--- config.mk ---
export PLATFORM = sky130hd
export DESIGN_NAME = clk_div_monitor_flat
export DESIGN_NICKNAME = d
export VERILOG_FILES = /design/src/rtl/clk_div_monitor_if.sv /design/src/rtl/clk_div_monitor.sv /design/src/flat_wrapper.sv
export SDC_FILE = /design/constraint.sdc
export NUM_CORES = 1
export LEC_CHECK = 0
export ABC_AREA = 1
export BUFFER_PORTS_ARGS = -buffer_cell sky130_fd_sc_hd__buf_2
export CAP_MARGIN = 20
export CELL_PAD_IN_SITES_DETAIL_PLACEMENT = 1
export CELL_PAD_IN_SITES_GLOBAL_PLACEMENT = 1
export CORE_MARGIN = 2
export CORE_UTILIZATION = 40
export CTS_BUF_LIST = sky130_fd_sc_hd__clkbuf_8
export DETAILED_ROUTE_END_ITERATION = 10
export PLACE_DENSITY = 0.88
export SETUP_SLACK_MARGIN = 0.15
export SLEW_MARGIN = 10
export SYNTH_ARGS = -nofsm -noshare
export SYNTH_HDL_FRONTEND = slang
export SYNTH_SLANG_ARGS = --single-unit
--- constraint.sdc ---
create_clock -name clk -period 6 [get_ports clk]
set_clock_uncertainty 0.05 [all_clocks]
set_input_delay 0.3 -clock clk [delete_from_list [all_inputs] [get_ports clk]]
set_output_delay 0.3 -clock clk [all_outputs]
set_load 0.03 [all_outputs]
--- src/rtl/clk_div_monitor_if.sv ---
// Bundle between a divided-clock checker and its observer.
// The checker takes the slave side; the stimulus/readout takes the master side.
interface clk_div_monitor_if #(
  parameter int CNT_W = 8
);
  logic             enable;
  logic             mon_in;
  logic [CNT_W-1:0] high_cnt;
  logic [CNT_W-1:0] low_cnt;
  logic [CNT_W:0]   period_cnt;
  logic             meas_valid;
  logic             duty_err;
  logic             period_err;
  logic             stuck_err;
  logic             locked;
  logic [7:0]       err_count;

  modport master (
    output enable, mon_in,
    input  high_cnt, low_cnt, period_cnt, meas_valid,
    input  duty_err, period_err, stuck_err, locked, err_count
  );

  modport slave (
    input  enable, mon_in,
    output high_cnt, low_cnt, period_cnt, meas_valid,
    output duty_err, period_err, stuck_err, locked, err_count
  );
endinterface

--- src/rtl/clk_div_monitor.sv ---
// Samples a divided clock with clk, measures high/low/period lengths,
// flags duty/period/stuck errors and declares lock after a run of good periods.
//
// state       | meaning
// ------------+-----------------------------------------------------------
// IDLE        | measurement disabled
// WAIT_RISE   | discarding a partial period until the next rising edge
// MEAS_HIGH   | counting the high phase
// MEAS_LOW    | counting the low phase; next rise publishes the measurement
module clk_div_monitor #(
  parameter int CNT_W    = 8,
  parameter int EXP_HIGH = 3,
  parameter int EXP_LOW  = 3,
  parameter int TOL      = 0,
  parameter int LOCK_CNT = 4
) (
  input  logic              clk,
  input  logic              reset_L,
  clk_div_monitor_if.slave  mon
);

  localparam logic [1:0] S_IDLE      = 2'd0;
  localparam logic [1:0] S_WAIT_RISE = 2'd1;
  localparam logic [1:0] S_MEAS_HIGH = 2'd2;
  localparam logic [1:0] S_MEAS_LOW  = 2'd3;

  localparam int               EXP_PER  = EXP_HIGH + EXP_LOW;
  localparam logic [CNT_W+1:0] TOL_W    = TOL[CNT_W+1:0];
  localparam logic [CNT_W+1:0] EXP_H_W  = EXP_HIGH[CNT_W+1:0];
  localparam logic [CNT_W+1:0] EXP_L_W  = EXP_LOW[CNT_W+1:0];
  localparam logic [CNT_W+1:0] EXP_P_W  = EXP_PER[CNT_W+1:0];
  localparam logic [3:0]       LOCK_W   = LOCK_CNT[3:0];
  localparam logic [CNT_W-1:0] CNT_MAX  = '1;
  localparam logic [CNT_W-1:0] CNT_ONE  = {{(CNT_W-1){1'b0}}, 1'b1};

  logic             sync1_q, sync2_q, prev_q;
  logic [1:0]       state_q, state_d;
  logic [CNT_W-1:0] hcnt_q, hcnt_d, lcnt_q, lcnt_d;
  logic [CNT_W-1:0] high_q, high_d, low_q, low_d;
  logic [CNT_W:0]   period_q, period_d;
  logic             valid_q, valid_d, duty_q, duty_d, perr_q, perr_d;
  logic             stuck_q, stuck_d, locked_q, locked_d;
  logic [3:0]       good_q, good_d;
  logic [7:0]       errc_q, errc_d;

  logic             rise, fall, duty_bad, perr_bad;
  logic [CNT_W:0]   sum;
  logic [3:0]       good_step;
  logic [7:0]       errc_inc;

  function automatic logic out_of_tol(input logic [CNT_W+1:0] a,
                                      input logic [CNT_W+1:0] b);
    logic [CNT_W+1:0] diff;
    diff = (a >= b) ? (a - b) : (b - a);
    return diff > TOL_W;
  endfunction

  assign rise      = sync2_q & ~prev_q;
  assign fall      = ~sync2_q & prev_q;
  assign sum       = {1'b0, hcnt_q} + {1'b0, lcnt_q};
  assign duty_bad  = out_of_tol({2'b00, hcnt_q}, EXP_H_W) |
                     out_of_tol({2'b00, lcnt_q}, EXP_L_W);
  assign perr_bad  = out_of_tol({1'b0, sum}, EXP_P_W);
  assign good_step = (good_q == LOCK_W) ? LOCK_W : good_q + 4'd1;
  assign errc_inc  = (errc_q == 8'hFF) ? errc_q : errc_q + 8'd1;

  always_comb begin
    state_d  = state_q;
    hcnt_d   = hcnt_q;
    lcnt_d   = lcnt_q;
    high_d   = high_q;
    low_d    = low_q;
    period_d = period_q;
    valid_d  = 1'b0;
    duty_d   = duty_q;
    perr_d   = perr_q;
    stuck_d  = stuck_q;
    locked_d = locked_q;
    good_d   = good_q;
    errc_d   = errc_q;

    if (!mon.enable) begin
      state_d  = S_IDLE;
      locked_d = 1'b0;
      good_d   = 4'd0;
    end else begin
      case (state_q)
        S_IDLE: state_d = S_WAIT_RISE;
        S_WAIT_RISE: begin
          if (rise) begin
            state_d = S_MEAS_HIGH;
            hcnt_d  = CNT_ONE;
          end
        end
        S_MEAS_HIGH: begin
          if (fall) begin
            state_d = S_MEAS_LOW;
            lcnt_d  = CNT_ONE;
          end else if (hcnt_q == CNT_MAX) begin
            state_d  = S_WAIT_RISE;
            stuck_d  = 1'b1;
            locked_d = 1'b0;
            good_d   = 4'd0;
            errc_d   = errc_inc;
          end else if (sync2_q) begin
            hcnt_d = hcnt_q + CNT_ONE;
          end
        end
        S_MEAS_LOW: begin
          if (rise) begin
            // Publish and immediately start the next period from this edge.
            high_d   = hcnt_q;
            low_d    = lcnt_q;
            period_d = sum;
            valid_d  = 1'b1;
            duty_d   = duty_bad;
            perr_d   = perr_bad;
            hcnt_d   = CNT_ONE;
            state_d  = S_MEAS_HIGH;
            if (duty_bad || perr_bad) begin
              good_d   = 4'd0;
              locked_d = 1'b0;
              errc_d   = errc_inc;
            end else begin
              good_d   = good_step;
              locked_d = (good_step == LOCK_W);
            end
          end else if (lcnt_q == CNT_MAX) begin
            state_d  = S_WAIT_RISE;
            stuck_d  = 1'b1;
            locked_d = 1'b0;
            good_d   = 4'd0;
            errc_d   = errc_inc;
          end else if (!sync2_q) begin
            lcnt_d = lcnt_q + CNT_ONE;
          end
        end
        default: state_d = S_IDLE;
      endcase
    end
  end

  always_ff @(posedge clk) begin
    if (!reset_L) begin
      sync1_q  <= 1'b0;
      sync2_q  <= 1'b0;
      prev_q   <= 1'b0;
      state_q  <= S_IDLE;
      hcnt_q   <= '0;
      lcnt_q   <= '0;
      high_q   <= '0;
      low_q    <= '0;
      period_q <= '0;
      valid_q  <= 1'b0;
      duty_q   <= 1'b0;
      perr_q   <= 1'b0;
      stuck_q  <= 1'b0;
      locked_q <= 1'b0;
      good_q   <= 4'd0;
      errc_q   <= 8'd0;
    end else begin
      sync1_q  <= mon.mon_in;
      sync2_q  <= sync1_q;
      prev_q   <= sync2_q;
      state_q  <= state_d;
      hcnt_q   <= hcnt_d;
      lcnt_q   <= lcnt_d;
      high_q   <= high_d;
      low_q    <= low_d;
      period_q <= period_d;
      valid_q  <= valid_d;
      duty_q   <= duty_d;
      perr_q   <= perr_d;
      stuck_q  <= stuck_d;
      locked_q <= locked_d;
      good_q   <= good_d;
      errc_q   <= errc_d;
    end
  end

  assign mon.high_cnt   = high_q;
  assign mon.low_cnt    = low_q;
  assign mon.period_cnt = period_q;
  assign mon.meas_valid = valid_q;
  assign mon.duty_err   = duty_q;
  assign mon.period_err = perr_q;
  assign mon.stuck_err  = stuck_q;
  assign mon.locked     = locked_q;
  assign mon.err_count  = errc_q;

endmodule

--- src/flat_wrapper.sv ---
// flat-port wrapper written by rule: the top's interface ports become plain ports
module clk_div_monitor_flat 
#(
  parameter int CNT_W    = 8,
  parameter int EXP_HIGH = 3,
  parameter int EXP_LOW  = 3,
  parameter int TOL      = 0,
  parameter int LOCK_CNT = 4
)
  (clk, reset_L, mon_enable, mon_mon_in, mon_high_cnt, mon_low_cnt, mon_period_cnt, mon_meas_valid, mon_duty_err, mon_period_err, mon_stuck_err, mon_locked, mon_err_count);
  clk_div_monitor_if #(.CNT_W(CNT_W)) mon_i ();
  input  logic clk;
  input  logic reset_L;
  input wire logic [$bits(mon_i.enable)-1:0] mon_enable;
  input wire logic [$bits(mon_i.mon_in)-1:0] mon_mon_in;
  output wire logic [$bits(mon_i.high_cnt)-1:0] mon_high_cnt;
  output wire logic [$bits(mon_i.low_cnt)-1:0] mon_low_cnt;
  output wire logic [$bits(mon_i.period_cnt)-1:0] mon_period_cnt;
  output wire logic [$bits(mon_i.meas_valid)-1:0] mon_meas_valid;
  output wire logic [$bits(mon_i.duty_err)-1:0] mon_duty_err;
  output wire logic [$bits(mon_i.period_err)-1:0] mon_period_err;
  output wire logic [$bits(mon_i.stuck_err)-1:0] mon_stuck_err;
  output wire logic [$bits(mon_i.locked)-1:0] mon_locked;
  output wire logic [$bits(mon_i.err_count)-1:0] mon_err_count;
  assign mon_i.enable = mon_enable;
  assign mon_i.mon_in = mon_mon_in;
  assign mon_high_cnt = mon_i.high_cnt;
  assign mon_low_cnt = mon_i.low_cnt;
  assign mon_period_cnt = mon_i.period_cnt;
  assign mon_meas_valid = mon_i.meas_valid;
  assign mon_duty_err = mon_i.duty_err;
  assign mon_period_err = mon_i.period_err;
  assign mon_stuck_err = mon_i.stuck_err;
  assign mon_locked = mon_i.locked;
  assign mon_err_count = mon_i.err_count;
  clk_div_monitor #(.CNT_W(CNT_W), .EXP_HIGH(EXP_HIGH), .EXP_LOW(EXP_LOW), .TOL(TOL), .LOCK_CNT(LOCK_CNT)) u_core (.clk(clk), .reset_L(reset_L), .mon(mon_i));
endmodule
# Word level (Yosys, flattened, before mapping)
# Cells that the tools add are included.
# Widths: inputs -> output; s select.
[word_totals]
register_bits = 63
out_inout_bits = 38
[op_classes]
add_sub_neg = 11
magnitude_cmp = 6
n_eq_ne = 22
muxes = 45
bitwise = 5
n_reduce_logical = 14
[ops]
columns = ["op", "n"]
rows = [
  ["$mux 8", 14],
  ["$pmux 8 s2", 3],
  ["$gt 10x1->1 const B", 3],
  ["$mux 10", 3],
  ["$add 8x1->8 const B", 3],
  ["$eq 8x8->1 const B", 3],
  ["$mux 4", 6],
  ["$reduce_and 6->1", 4],
  ["$sub 2x8->9 const A", 2],
  ["$sub 8x2->9 const B", 2],
  ["$ge 8x2->1 const B", 2],
  ["$ne 2x1->1 const B", 6],
  ["$mux 1", 10],
  ["$mux 2", 5],
  ["$ne 2x2->1 const B", 5],
  ["$sub 3x9->10 const A", 1],
  ["$sub 9x3->10 const B", 1],
  ["$add 8x8->9", 1],
  ["$ge 9x3->1 const B", 1],
  ["$reduce_and 3->1", 3],
  ["$eq 4x3->1 const B", 2],
  ["$pmux 2 s4", 1],
  ["$pmux 4 s2", 1],
  ["$ne 3x1->1 const B", 2],
  ["other kinds (14)", 19],
]

# Logic depth before layout (Yosys ltp)
[logic_depth]
word_depth = 8
mapped_depth = 21
depth_no_buf = 21

# Worst setup path after synthesis
# No wires, ideal clock.
[synth_path]
kind = "reg2reg"
from = "reg u_core.lcnt_q[0]"
to = "reg u_core.errc_q[4], in the netlist u_core.mon.err_count[4]"
setup_time_ps = 68
arrival_time_ps = 2553
required_time_ps = 5882
slack_ps = 3329
path_stages_with_launch = 20
synth_period_minus_slack_ps = 2671
path_cell_list = "dfxtp_1 ha_1 inv_1 fa_1 inv_1 nand2_1 nand2_1 inv_1 ha_1 inv_1 nand3_1 nor2_1 nand2_1 a22oi_1 nand2_1 inv_1 nand3_4 nand2_4 nand2_1 a21oi_2"
[synth_between]
elab_chain_len = 7
word_cells_on_any_way = 17
cone_classes = "5 x add/sub; 4 x order compare; 3 x eq/ne; 2 x mux; 1 x bitwise; 2 x reduce/logical"
[synth_lines]
columns = ["element", "line_no", "source"]
rows = [
  ["start: declaration", "clk_div_monitor.sv:38", "logic [CNT_W-1:0] hcnt_q, hcnt_d, lcnt_q, lcnt_d;"],
  ["start signal: assignment", "clk_div_monitor.sv:167", "lcnt_q <= lcnt_d;"],
  ["$add 8x8->9 *", "clk_div_monitor.sv:60", "assign sum = {1'b0, hcnt_q} + {1'b0, lcnt_q};"],
  ["net u_core.sum[2]", "clk_div_monitor.sv:47", "logic [CNT_W:0] sum;"],
  ["$sub 3x9->10 (tied with other cells)", "clk_div_monitor.sv:54", "diff = (a >= b) ? (a - b) : (b - a);"],
  ["$mux 10 *", "clk_div_monitor.sv:54", ""],
  ["$gt 10x1->1 *", "clk_div_monitor.sv:55", "return diff > TOL_W;"],
  ["$logic_or 1x1->1 *", "clk_div_monitor.sv:120", "if (duty_bad || perr_bad) begin"],
  ["$ne 3x3->1 (no line) *", "--", ""],
  ["$reduce_and 6->1 (no line) *", "--", ""],
  ["end signal: assignment", "clk_div_monitor.sv:177", "errc_q <= errc_d;"],
  ["end: declaration", "clk_div_monitor.sv:44", "logic [7:0] errc_q, errc_d;"],
]
# Mark *: on every way through the listed nets, which the timed path passes. The rest lies on a longest branch.
# A chain may end at the register's enable or synchronous reset.

# Final worst setup path
[layout_path]
from = "reg u_core.lcnt_q[0]"
to = "reg u_core.errc_q[2], in the netlist u_core.mon.err_count[2]"
# The elaborated chain is that of the path after synthesis.

==> impl_metrics.tcl <==
set metrics [dict create \
    wl_met3_um 333 \
    yosys.area_share.simple_pct 32.10 \
    antenna_found_initial 0 \
    cts_resized 0 \
    ys_ff_latch 63 \
    synth_cell_type_count 39 \
    whs_ns 0.09353 \
    max_slew.worst_pin.slew_ns 0.6237 \
    drive_above_1_share_pct 14.99 \
    route.detailed.drc 0 \
    min_path_cells 3 \
    power_density_nw_per_um2 200.1 \
    fin_ws_ns 2.751 \
    vias 3876 \
    path_buf_inv 5 \
    crit_chain "ha_1, inv_1, fa_1, inv_1, nand2_1, nand2_1, inv_1, ha_1, inv_1, nand3_1, nor2_1, nand2_1, a22oi_1, nand2_1, inv_1, nand3_4, nand2_4, nand2_1, a21oi_1" \
    clk_path_buf_depth 2 \
    grt_pass1_vias 3959 \
    rr_worst_depth 19 \
    final-hold-violation-count 0 \
    dr.pass1.iters 4 \
    synthMuxAreaShare_pct 0.2581 \
    r2r_end "u_core.mon.err_count[2]" \
    wl_um 11010 \
    syn_nets 604 \
    layout_commonest_cell "nand2_1" \
    pre_cts_ws_ns 2.825 \
    nets 647 \
    synthAdderAreaFrac_pct 6.968 \
    synth_top_family_by_area "simple AND/OR/NAND/NOR gates" \
    hold_class "in -> reg" \
    core_um2 9328 \
    cap_violations 0 \
    post_cts_buffers 0 \
    cts_tree "built" \
    track_usage_pct 23.01 \
    cts.sinks 63 \
    path_class "reg -> reg" \
    final_cell_mix "113 x nand2_1, 91 x inv_1, 67 x nor2_1" \
    yosysSeqAreaShare_pct 32.52 \
    diodes 0 \
    ant_nets 0 \
    crit_slowest_cell "dfxtp_1" \
    dp_hpwl_um 8358 \
    synth-xor-area-share_pct 2.032 \
    initial_core_util_pct 41.58 \
    dieHeight_um 102.5 \
    syn_inst 579 \
    yosys_warnings 0 \
    top_layer "met4" \
    synthToLayoutAreaGrowth_pct 14.94 \
    final.setup.tns_ns 0 \
    cts-root-buf "clkbuf_8" \
    io_pins 42 \
    wl_per_cell_um 14.56 \
    cpPeakStageDelay_ns 0.45 \
    grt_pass1_wl_um 19030 \
    met2_wirelength_um 5409 \
    cts_buffers 9 \
    nFillCells 1221 \
    die_x_um 102.5 \
    regToRegStartpoint "u_core.lcnt_q[0]" \
    syn_area_um2 3879 \
    fmaxAchievable_mhz 307.8 \
    drtIter0Drc 157 \
    slew-limit-headroom_pct 58.11 \
    startpoint_type "flop" \
    clk-insertion-delay-late_ns 0.36 \
    drt-met1-wl_um 5064 \
    setup_violations 0 \
    crit_path_end_kind "flop" \
    grt-ovfl-total 0 \
    critPathMaxFanout 10 \
    post-route-min-period_ns 3.249 \
    rrSetupSlack_ns 2.75 \
    viasPerCell 5.127 \
    slew_viol_final 0 \
    p_leak_nw 2.259 \
    ctsHoldBuffers 0 \
    port_buffers 41 \
    grt_max_degree 54 \
    htree_levels 3 \
    dieArea_um2 10500 \
    worstPathRequired_ns 6.22 \
    outcome "finished, final reports clean" \
    holdPathEnd "u_core.sync1_q" \
    fp-row-count 35 \
    globalplace.congestion 0.8547 \
    critPathTopFamily "simple AND/OR/NAND/NOR gates" \
    holdCritStartpoint "mon_mon_in" \
    synth_compound_area_share_pct 15.97 \
    crit_arrival_ns 3.47 \
    period_share_pct 54.15 \
    path_clk_slew_ns 0.08 \
    peakVddDrop_mv 0.09980 \
    rsz0062_at_grt "false" \
    syn_area_per_cell_um2 6.699 \
    total_power_uw 892.0 \
]
## cells in the mapped netlist (all sizes together)
cell type,n,area (um2)
nand4,4,25.02
o21ai,38,190.2
and3,1,6.260
nand3b,2,15.01
xor2,5,43.79
ha,20,250.2
o211ai,9,67.56
nor4,1,21.27
a221oi,2,17.52
a22oi,2,15.01
nand2,124,503.0
clkbuf,9,33.78
nor3,10,55.05
a21oi,49,264.0
or2,5,31.28
mux2i,1,10.01
xnor2,4,35.03
fa,1,20.02
a211oi,6,45.04
nor3b,5,37.54
dfxtp,63,1261
clkinv,1,3.750
nand3,45,252.8
o21a,1,7.510
a31oi,2,12.51
inv,94,352.8
buf,1,3.750
nor2,74,297.8
## metal layers
metal / up-vias / global-route usage, %
li1: 1951 / -
met4: 0 / 8.103
met5: - / 0
met2: 59 / 39.87
met1: 1853 / 29.21
met3: 13 / 3.146
## metrics by stage
step	utilization [%]	cells	area, um2
detailed placement	45.19	739	4215
global placement	45.19	739	4215
global route	47.79	756	4458
CTS	47.58	755	4438
floorplan	-	579	3879
finish	47.79	756	4458
## cell type report
cell class                      count  area, um2  area share (%)
Inverter                           95      356.6           7.999
Multi-Input combinational cell    411       2231           50.04
Clock inverter                      6      85.08           1.909
Tap cell                          129      161.4           3.621
Timing Repair Buffer               42      225.2           5.052
Sequential cell                    63       1261           28.29
Clock buffer                       10      137.6           3.087
## flip-flops by register name, indices dropped and copies added, names as in the netlist, 2 cells and up
signal	cells
u_core.mon.high_cnt	8
u_core.hcnt_q	8
u_core.good_q	4
u_core.state_q	2
u_core.mon.err_count	8
u_core.mon.low_cnt	8
u_core.lcnt_q	8
u_core.mon.period_cnt	9
## logic make-up after synthesis
group | count (synthesis)
AND/OR/NAND/NOR | 271
AO/OA/AOI/OAI | 109
buffers and inverters | 105
flip-flops | 63
adder cells (fa/ha/maj) | 21
XOR/XNOR | 9
multiplexers | 1
## tightest hold or removal path: cells and delay by family
family                 cells  cell delay, ns
and+or+nand+nor            1            0.05
buffers and inverters      2            0.12
## report_power, final
part           switching [mW]  internal (mW)
logic                  0.0278         0.0108
clock network           0.186          0.244
registers             0.00339          0.421
## worst max path at each step
stage	from	endpoint	slack [ns]	cells past startpoint
5_1_grt	u_core.lcnt_q[0]	u_core.mon.err_count[5]	2.34	19
4_1_cts	u_core.lcnt_q[0]	u_core.mon.err_count[2]	2.77	19
6_report	u_core.lcnt_q[0]	u_core.mon.err_count[2]	2.75	19
3_3_place_gp	u_core.lcnt_q[0]	u_core.mon.err_count[4]	3.13	19
2_1_floorplan	u_core.lcnt_q[0]	u_core.mon.err_count[4]	3.33	19
3_5_place_dp	u_core.lcnt_q[0]	u_core.mon.err_count[2]	2.82	19
(Power assumes the default switching activity.)
